## src/rtl/mem_dump_display_pkg.sv

```systemverilog
// Shared definitions for the memory dump display: FSM states and the
// active-low seven-segment hex glyph table.
package mem_dump_display_pkg;

  typedef enum logic [1:0] {
    ST_IDLE,
    ST_READ,
    ST_SHOW,
    ST_DONE
  } state_t;

  localparam logic [6:0] SEG_BLANK = 7'h7F;

  // Index = hex digit; bit 0 = segment a, bit 6 = segment g, 0 lights.
  localparam logic [6:0] SEG_LUT [16] = '{
    7'h40, 7'h79, 7'h24, 7'h30, 7'h19, 7'h12, 7'h02, 7'h78,
    7'h00, 7'h10, 7'h08, 7'h03, 7'h46, 7'h21, 7'h06, 7'h0E
  };

endpackage

```

## src/rtl/mem_dump_display_hex_to_seg.sv

```systemverilog
// Combinational hex nibble to active-low seven-segment pattern.
module hex_to_seg
  import mem_dump_display_pkg::*;
(
  input  logic [3:0] hex,
  output logic [6:0] seg
);

  always_comb seg = SEG_LUT[hex];

endmodule

```

## src/rtl/mem_dump_display.sv

```systemverilog
// Walks a block of memory words one at a time and shows each word in hex
// on a multiplexed seven-segment display for a fixed dwell time.
module mem_dump_display
  import mem_dump_display_pkg::*;
#(
  parameter int unsigned       ADDR_W       = 32,
  parameter int unsigned       DATA_W       = 32,
  parameter int unsigned       NUM_DIGITS   = 4,
  parameter logic [ADDR_W-1:0] BASE_ADDR    = 'h4,
  parameter int unsigned       NUM_WORDS    = 16,
  parameter int unsigned       DWELL_CYCLES = 100_000_000,
  parameter int unsigned       SCAN_DIV     = 50_000
) (
  input  logic                  clk,
  input  logic                  reset,
  input  logic                  start,
  input  logic                  wrap,
  input  logic                  step,
  output logic                  MemRead,
  output logic [ADDR_W-1:0]     MemBus_Address,
  input  logic [DATA_W-1:0]     MemRead_Data,
  output logic [NUM_DIGITS-1:0] sel,
  output logic [6:0]            leds,
  output logic                  busy,
  output logic                  done
);

  localparam int unsigned IDX_W   = (NUM_WORDS > 1) ? $clog2(NUM_WORDS) : 1;
  localparam int unsigned DWELL_W = $clog2(DWELL_CYCLES);
  localparam int unsigned SCAN_W  = (SCAN_DIV > 1) ? $clog2(SCAN_DIV) : 1;
  localparam int unsigned DIG_W   = (NUM_DIGITS > 1) ? $clog2(NUM_DIGITS) : 1;

  localparam logic [IDX_W-1:0]   IDX_LAST   = IDX_W'(NUM_WORDS - 1);
  localparam logic [DWELL_W-1:0] DWELL_LAST = DWELL_W'(DWELL_CYCLES - 2);
  localparam logic [SCAN_W-1:0]  SCAN_LAST  = SCAN_W'(SCAN_DIV - 1);
  localparam logic [DIG_W-1:0]   DIG_LAST   = DIG_W'(NUM_DIGITS - 1);

  state_t              state, state_nxt;
  logic [IDX_W-1:0]    idx, idx_nxt;
  logic [DATA_W-1:0]   word;
  logic [DWELL_W-1:0]  dwell_cnt;
  logic                dwell_tc;
  logic [SCAN_W-1:0]   scan_cnt;
  logic [DIG_W-1:0]    digit_idx;
  logic                start_q;
  logic                start_armed;
  logic                start_edge;
  logic                advance;
  logic [DATA_W-1:0]   word_shifted;
  logic [3:0]          nibble;
  logic [6:0]          seg;

  // The first cycle after reset cannot see an edge, so a start held high
  // through reset release does not launch a dump.
  always_comb start_edge = start & ~start_q & start_armed;

  always_comb begin
    state_nxt = state;
    idx_nxt   = idx;
    advance   = (state == ST_SHOW) && (step || dwell_tc);
    case (state)
      ST_IDLE, ST_DONE: begin
        if (start_edge) begin
          state_nxt = ST_READ;
          idx_nxt   = '0;
        end
      end
      ST_READ: state_nxt = ST_SHOW;
      ST_SHOW: begin
        if (advance) begin
          if (idx < IDX_LAST) begin
            idx_nxt   = idx + IDX_W'(1);
            state_nxt = ST_READ;
          end else if (wrap) begin
            idx_nxt   = '0;
            state_nxt = ST_READ;
          end else begin
            state_nxt = ST_DONE;
          end
        end
      end
      default: state_nxt = ST_IDLE;
    endcase
  end

  always_ff @(posedge clk or negedge reset) begin
    if (!reset) begin
      state          <= ST_IDLE;
      idx            <= '0;
      word           <= '0;
      dwell_cnt      <= '0;
      dwell_tc       <= 1'b0;
      start_q        <= 1'b0;
      start_armed    <= 1'b0;
      MemBus_Address <= BASE_ADDR;
    end else begin
      state       <= state_nxt;
      idx         <= idx_nxt;
      start_q     <= start;
      start_armed <= 1'b1;
      if (state_nxt == ST_READ)
        MemBus_Address <= BASE_ADDR + (ADDR_W'(idx_nxt) << 2);
      if (state == ST_READ)
        word <= MemRead_Data;
      // Terminal count is registered, so SHOW spans exactly DWELL_CYCLES.
      if (state == ST_SHOW && state_nxt == ST_SHOW) begin
        dwell_tc <= (dwell_cnt == DWELL_LAST);
        if (dwell_cnt != DWELL_LAST)
          dwell_cnt <= dwell_cnt + DWELL_W'(1);
      end else begin
        dwell_cnt <= '0;
        dwell_tc  <= 1'b0;
      end
    end
  end

  always_ff @(posedge clk or negedge reset) begin
    if (!reset) begin
      scan_cnt  <= '0;
      digit_idx <= '0;
    end else if (scan_cnt == SCAN_LAST) begin
      scan_cnt  <= '0;
      digit_idx <= (digit_idx == DIG_LAST) ? '0 : digit_idx + DIG_W'(1);
    end else begin
      scan_cnt <= scan_cnt + SCAN_W'(1);
    end
  end

  always_comb begin
    word_shifted = word >> {digit_idx, 2'b00};
    nibble       = word_shifted[3:0];
  end

  hex_to_seg u_hex_to_seg (
    .hex (nibble),
    .seg (seg)
  );

  always_ff @(posedge clk or negedge reset) begin
    if (!reset) begin
      sel  <= '1;
      leds <= SEG_BLANK;
    end else if (state == ST_IDLE) begin
      sel  <= '1;
      leds <= SEG_BLANK;
    end else begin
      sel  <= ~(NUM_DIGITS'(1) << digit_idx);
      leds <= seg;
    end
  end

  always_comb begin
    MemRead = (state == ST_READ);
    busy    = (state == ST_READ) || (state == ST_SHOW);
    done    = (state == ST_DONE);
  end

endmodule

```

## config.mk

```make
export PLATFORM = sky130hd
export DESIGN_NAME = mem_dump_display
export DESIGN_NICKNAME = d
export VERILOG_FILES = /design/src/rtl/mem_dump_display_pkg.sv /design/src/rtl/mem_dump_display_hex_to_seg.sv /design/src/rtl/mem_dump_display.sv
export SDC_FILE = /design/constraint.sdc
export NUM_CORES = 1
export LEC_CHECK = 0
export CAP_MARGIN = 20
export CELL_PAD_IN_SITES_DETAIL_PLACEMENT = 1
export CELL_PAD_IN_SITES_GLOBAL_PLACEMENT = 1
export CORE_MARGIN = 3
export CORE_UTILIZATION = 46
export CTS_BUF_LIST = sky130_fd_sc_hd__clkbuf_4
export CTS_CLUSTER_DIAMETER = 60
export DETAILED_ROUTE_END_ITERATION = 6
export GPL_TIMING_DRIVEN = 0
export PLACE_DENSITY = 0.95
export SETUP_SLACK_MARGIN = 0.5
export SYNTH_ARGS = -nofsm -noshare
export SYNTH_HDL_FRONTEND = slang
export SYNTH_SLANG_ARGS = --single-unit
```

## constraint.sdc

```tcl
create_clock -name clk -period 4 [get_ports clk]
set_clock_uncertainty 0.15 [all_clocks]
set_input_delay 0.8 -clock clk [delete_from_list [all_inputs] [get_ports clk]]
set_output_delay 0.8 -clock clk [all_outputs]
set_load 0.005 [all_outputs]
```

==> run_results.csv <==
group,metric,value,unit
worst_setup_path,cp-startpoint,"state[0]$_DFF_PN0_",
worst_setup_path,critical_path_required,3.05,ns
place,placed_cell_area,0.00534,mm²
place,portBuffers,39,
worst_setup_path,cp_max_fo,8,
timing,fmax,339,MHz
worst_setup_path,r2r_start,"state[0]$_DFF_PN0_",
timing,fin_crit_sh,0.738,
grt,grt_max_degree,50,
place,gp_congestion,0.885,
route,drt_pass1_iterations,4,
route,drtIter0Drc,168,
grt,grt_pass1_vias,4093,
synthesis,avgSynthCellArea,10.6,µm²
worst_setup_path,critical_path_arrival,2.00,ns
worst_setup_path,cp-end-kind,"output pin",
clock_network,h-tree-depth,3,
run_status,status,"completed",
clock_network,cts_setup_buffers,0,
layout,finalNonFillerCells,656,
worst_setup_path,rr_endpoint,"MemBus_Address[4]$_DFFE_PN0N_",
grt,grt_overflow_total,0,
worst_setup_path,path_cells,"inv_1 -> ha_1 -> clkdlybuf4s50_1",
floorplanning,die-area,0.0114,mm²
floorplanning,pin_count,83,
floorplanning,initial_core_util,0.475,
route,met2_length,6580,µm
worst_setup_path,cp_slowest_cell,"clkdlybuf4s50_1",
floorplanning,coreArea,0.00982,mm²
floorplanning,rows,36,
power,vdd_drop_max,230,µV
layout,n_fill_cell,1139,
timing,max_slew.worst_pin.slew,0.734,ns
floorplanning,fp.dieH,107,µm
layout,postLayoutCellArea,0.00548,mm²
synthesis,synth-main-ff-cell,"dfrtp_1",
timing,setup_viol,0,
grt,grt_use_total,0.222,
clock_network,cts_tree,"yes",
timing,rsz0062_at_grt,"false",
worst_setup_path,startpoint_type,"flop",
place,dpl.cell_count,640,
run,maxCapViolCount,0,
worst_setup_path,slowest_delay,0.55,ns
synthesis,yosysSeqAreaShare,0.465,
worst_setup_path,r2r_slack,1.07,ns
timing,relSlewSlack,0.507,
layout,seqCellArea,0.00217,mm²
synthesis,ys_seq_elements,86,
worst_hold_path,min-delay-path-class,"in2async",
layout,multi_input_area,0.00227,mm²
clock_network,cts_inserted_buffers,9,
route,wire_per_inst,18.4,µm
synthesis,ys_async_sr_fraction,1.00,
route,met1Wirelength,4780,µm
layout,final_net_count,574,
floorplanning,dieWidth,107,µm
layout,n_antenna_cell,0,
worst_setup_path,crit_type,"reg2out",
synthesis,ys_types,67,
synthesis,syn_area,0.00466,mm²
timing,hold_viol,0,
layout,drive_gt1_frac,0.193,
worst_setup_path,rr_worst_depth,9,
route,drtAntennaViolNets,0,
timing,drv_slew,0,
clock_network,path_clk_slew,0.15,ns
worst_setup_path,crit_family,"buffers and inverters",
route,top_layer,"met4",
synthesis,ys_warn_count,0,
grt,grt_pass1_wl,20200,µm
clock_network,ctsResizeCount,0,
layout,syn_to_final_growth,17.6,%
route,drc,0,
grt,antenna_found_initial,0,
route,vias,3652,
clock_network,clkLatencyLatePin,0.47,ns
power,powerDensity,506,mW/mm²
route,dr_wl_met3,392,µm
timing,whs,0.139,ns
route,wl,12100,µm
synthesis,synth-edff-count,0,
power,power.total,2.77,mW
clock_network,clock-sinks,86,
route,viasPerCell,5.57,
power,leakage,2.37,nW
clock_network,cts_root_buffer,"clkbuf_4",
timing,layout_min_cycle_time,2.95,ns
clock_network,cts_hold_buf,0,
clock_network,clk_path_buf_depth,2,
synthesis,synth_cells,441,
place,dp_hpwl,8710,µm
worst_setup_path,cp.buffers_inverters,2,
==> sequential cells by signal (all words and copies together), names as in the netlist <==
name	cells
dwell_cnt	27
scan_cnt	16
word	16
leds	7
MemBus_Address	5
idx	4
sel	4
digit_idx	2
state	2
dwell_tc	1
start_armed	1
start_q	1
==> routing by layer <==
| metal | up-vias | track usage |
|---|---|---|
| met2 | 78 | 0.412 |
| met5 | - | 0 |
| met1 | 1872 | 0.251 |
| li1 | 1673 | - |
| met4 | 0 | 0.0822 |
| met3 | 29 | 0.0415 |
==> power by group <==
part	internal (mW)	switching, mW
logic	0.527	0.569
clock network	0.193	0.325
registers	1.06	0.0966
==> cell usage after synthesis (all sizes together), types with 10 or more instances <==
cell	number	area, µm²
dfstp	12	315
o31ai	11	82.6
a21oi	19	98.9
dfrtp	74	1850
buf	37	256
nand2	16	60.1
xor2	19	166
nand3	24	130
mux2	19	214
inv	16	60.1
and3	10	63.8
ha	19	238
o21ai	21	105
nor2	40	150
nand4	10	77.6
nand2b	10	65.1
==> worst reg2reg max path, cell delays in order, from the launching register on <==
cell	delay, ns
dfrtp_1	0.45
inv_1	0.14
ha_1	0.17
buf_2	0.21
o21ai_1	0.18
a311oi_1	0.45
a2bb2oi_1	0.46
ha_1	0.28
xor2_1	0.09
mux2_2	0.27
==> stage by stage <==
stage	util	TNS, ns	setup WS [ns]
after global routing	0.558	0	0.870
after detailed placement	0.544	0	0.752
after global placement	0.542	-77.98	-1.05
final	0.558	0	1.05
after floorplan	-	0	1.65
after CTS	0.558	0	1.04
==> cells in the final DEF (no fill, tap or decap), types with 11 or more instances in the layout <==
cell type | Yosys | routed
nand3_1 | 22 | 22
mux2_2 | 19 | 19
nand2_1 | 16 | 16
o21ai_0 | 20 | 20
inv_1 | 16 | 16
o31ai_1 | 11 | 11
xor2_1 | 19 | 19
dfstp_2 | 12 | 12
dfrtp_1 | 74 | 74
conb_1 | 2 | 28
ha_1 | 19 | 19
clkdlybuf4s50_1 | 0 | 38
buf_4 | 29 | 30
nor2_1 | 40 | 40
a21oi_1 | 18 | 18
==> final cells by class <==
cell class | instances | area share
Inverter | 16 | 0.0110
Clock buffer | 9 | 0.0123
Buffer | 40 | 0.0488
Timing Repair Buffer | 40 | 0.0758
Tap cell | 133 | 0.0304
Sequential cell | 86 | 0.395
Clock inverter | 7 | 0.0132
Multi-Input combinational cell | 325 | 0.413
==> worst max-delay path by stage <==
stage                                               end  cells past startpoint
final                                              busy                      3
after floorplan           MemBus_Address[4]$_DFFE_PN0N_                      6
after global routing      MemBus_Address[4]$_DFFE_PN0N_                      9
after global placement           scan_cnt[12]$_DFF_PN0_                      1
after CTS                                          busy                      3
after detailed placement  MemBus_Address[4]$_DFFE_PN0N_                      7
==> logic make-up after synthesis <==
group,share of synthesized area
compound gates,0.103
xor+xnor,0.0507
fa+ha+maj,0.0510
buf+inv,0.0703
flops,0.465
mux,0.0695
other cells,0.00161
simple gates,0.190
Note: power is estimated with default switching activity, not from simulation.
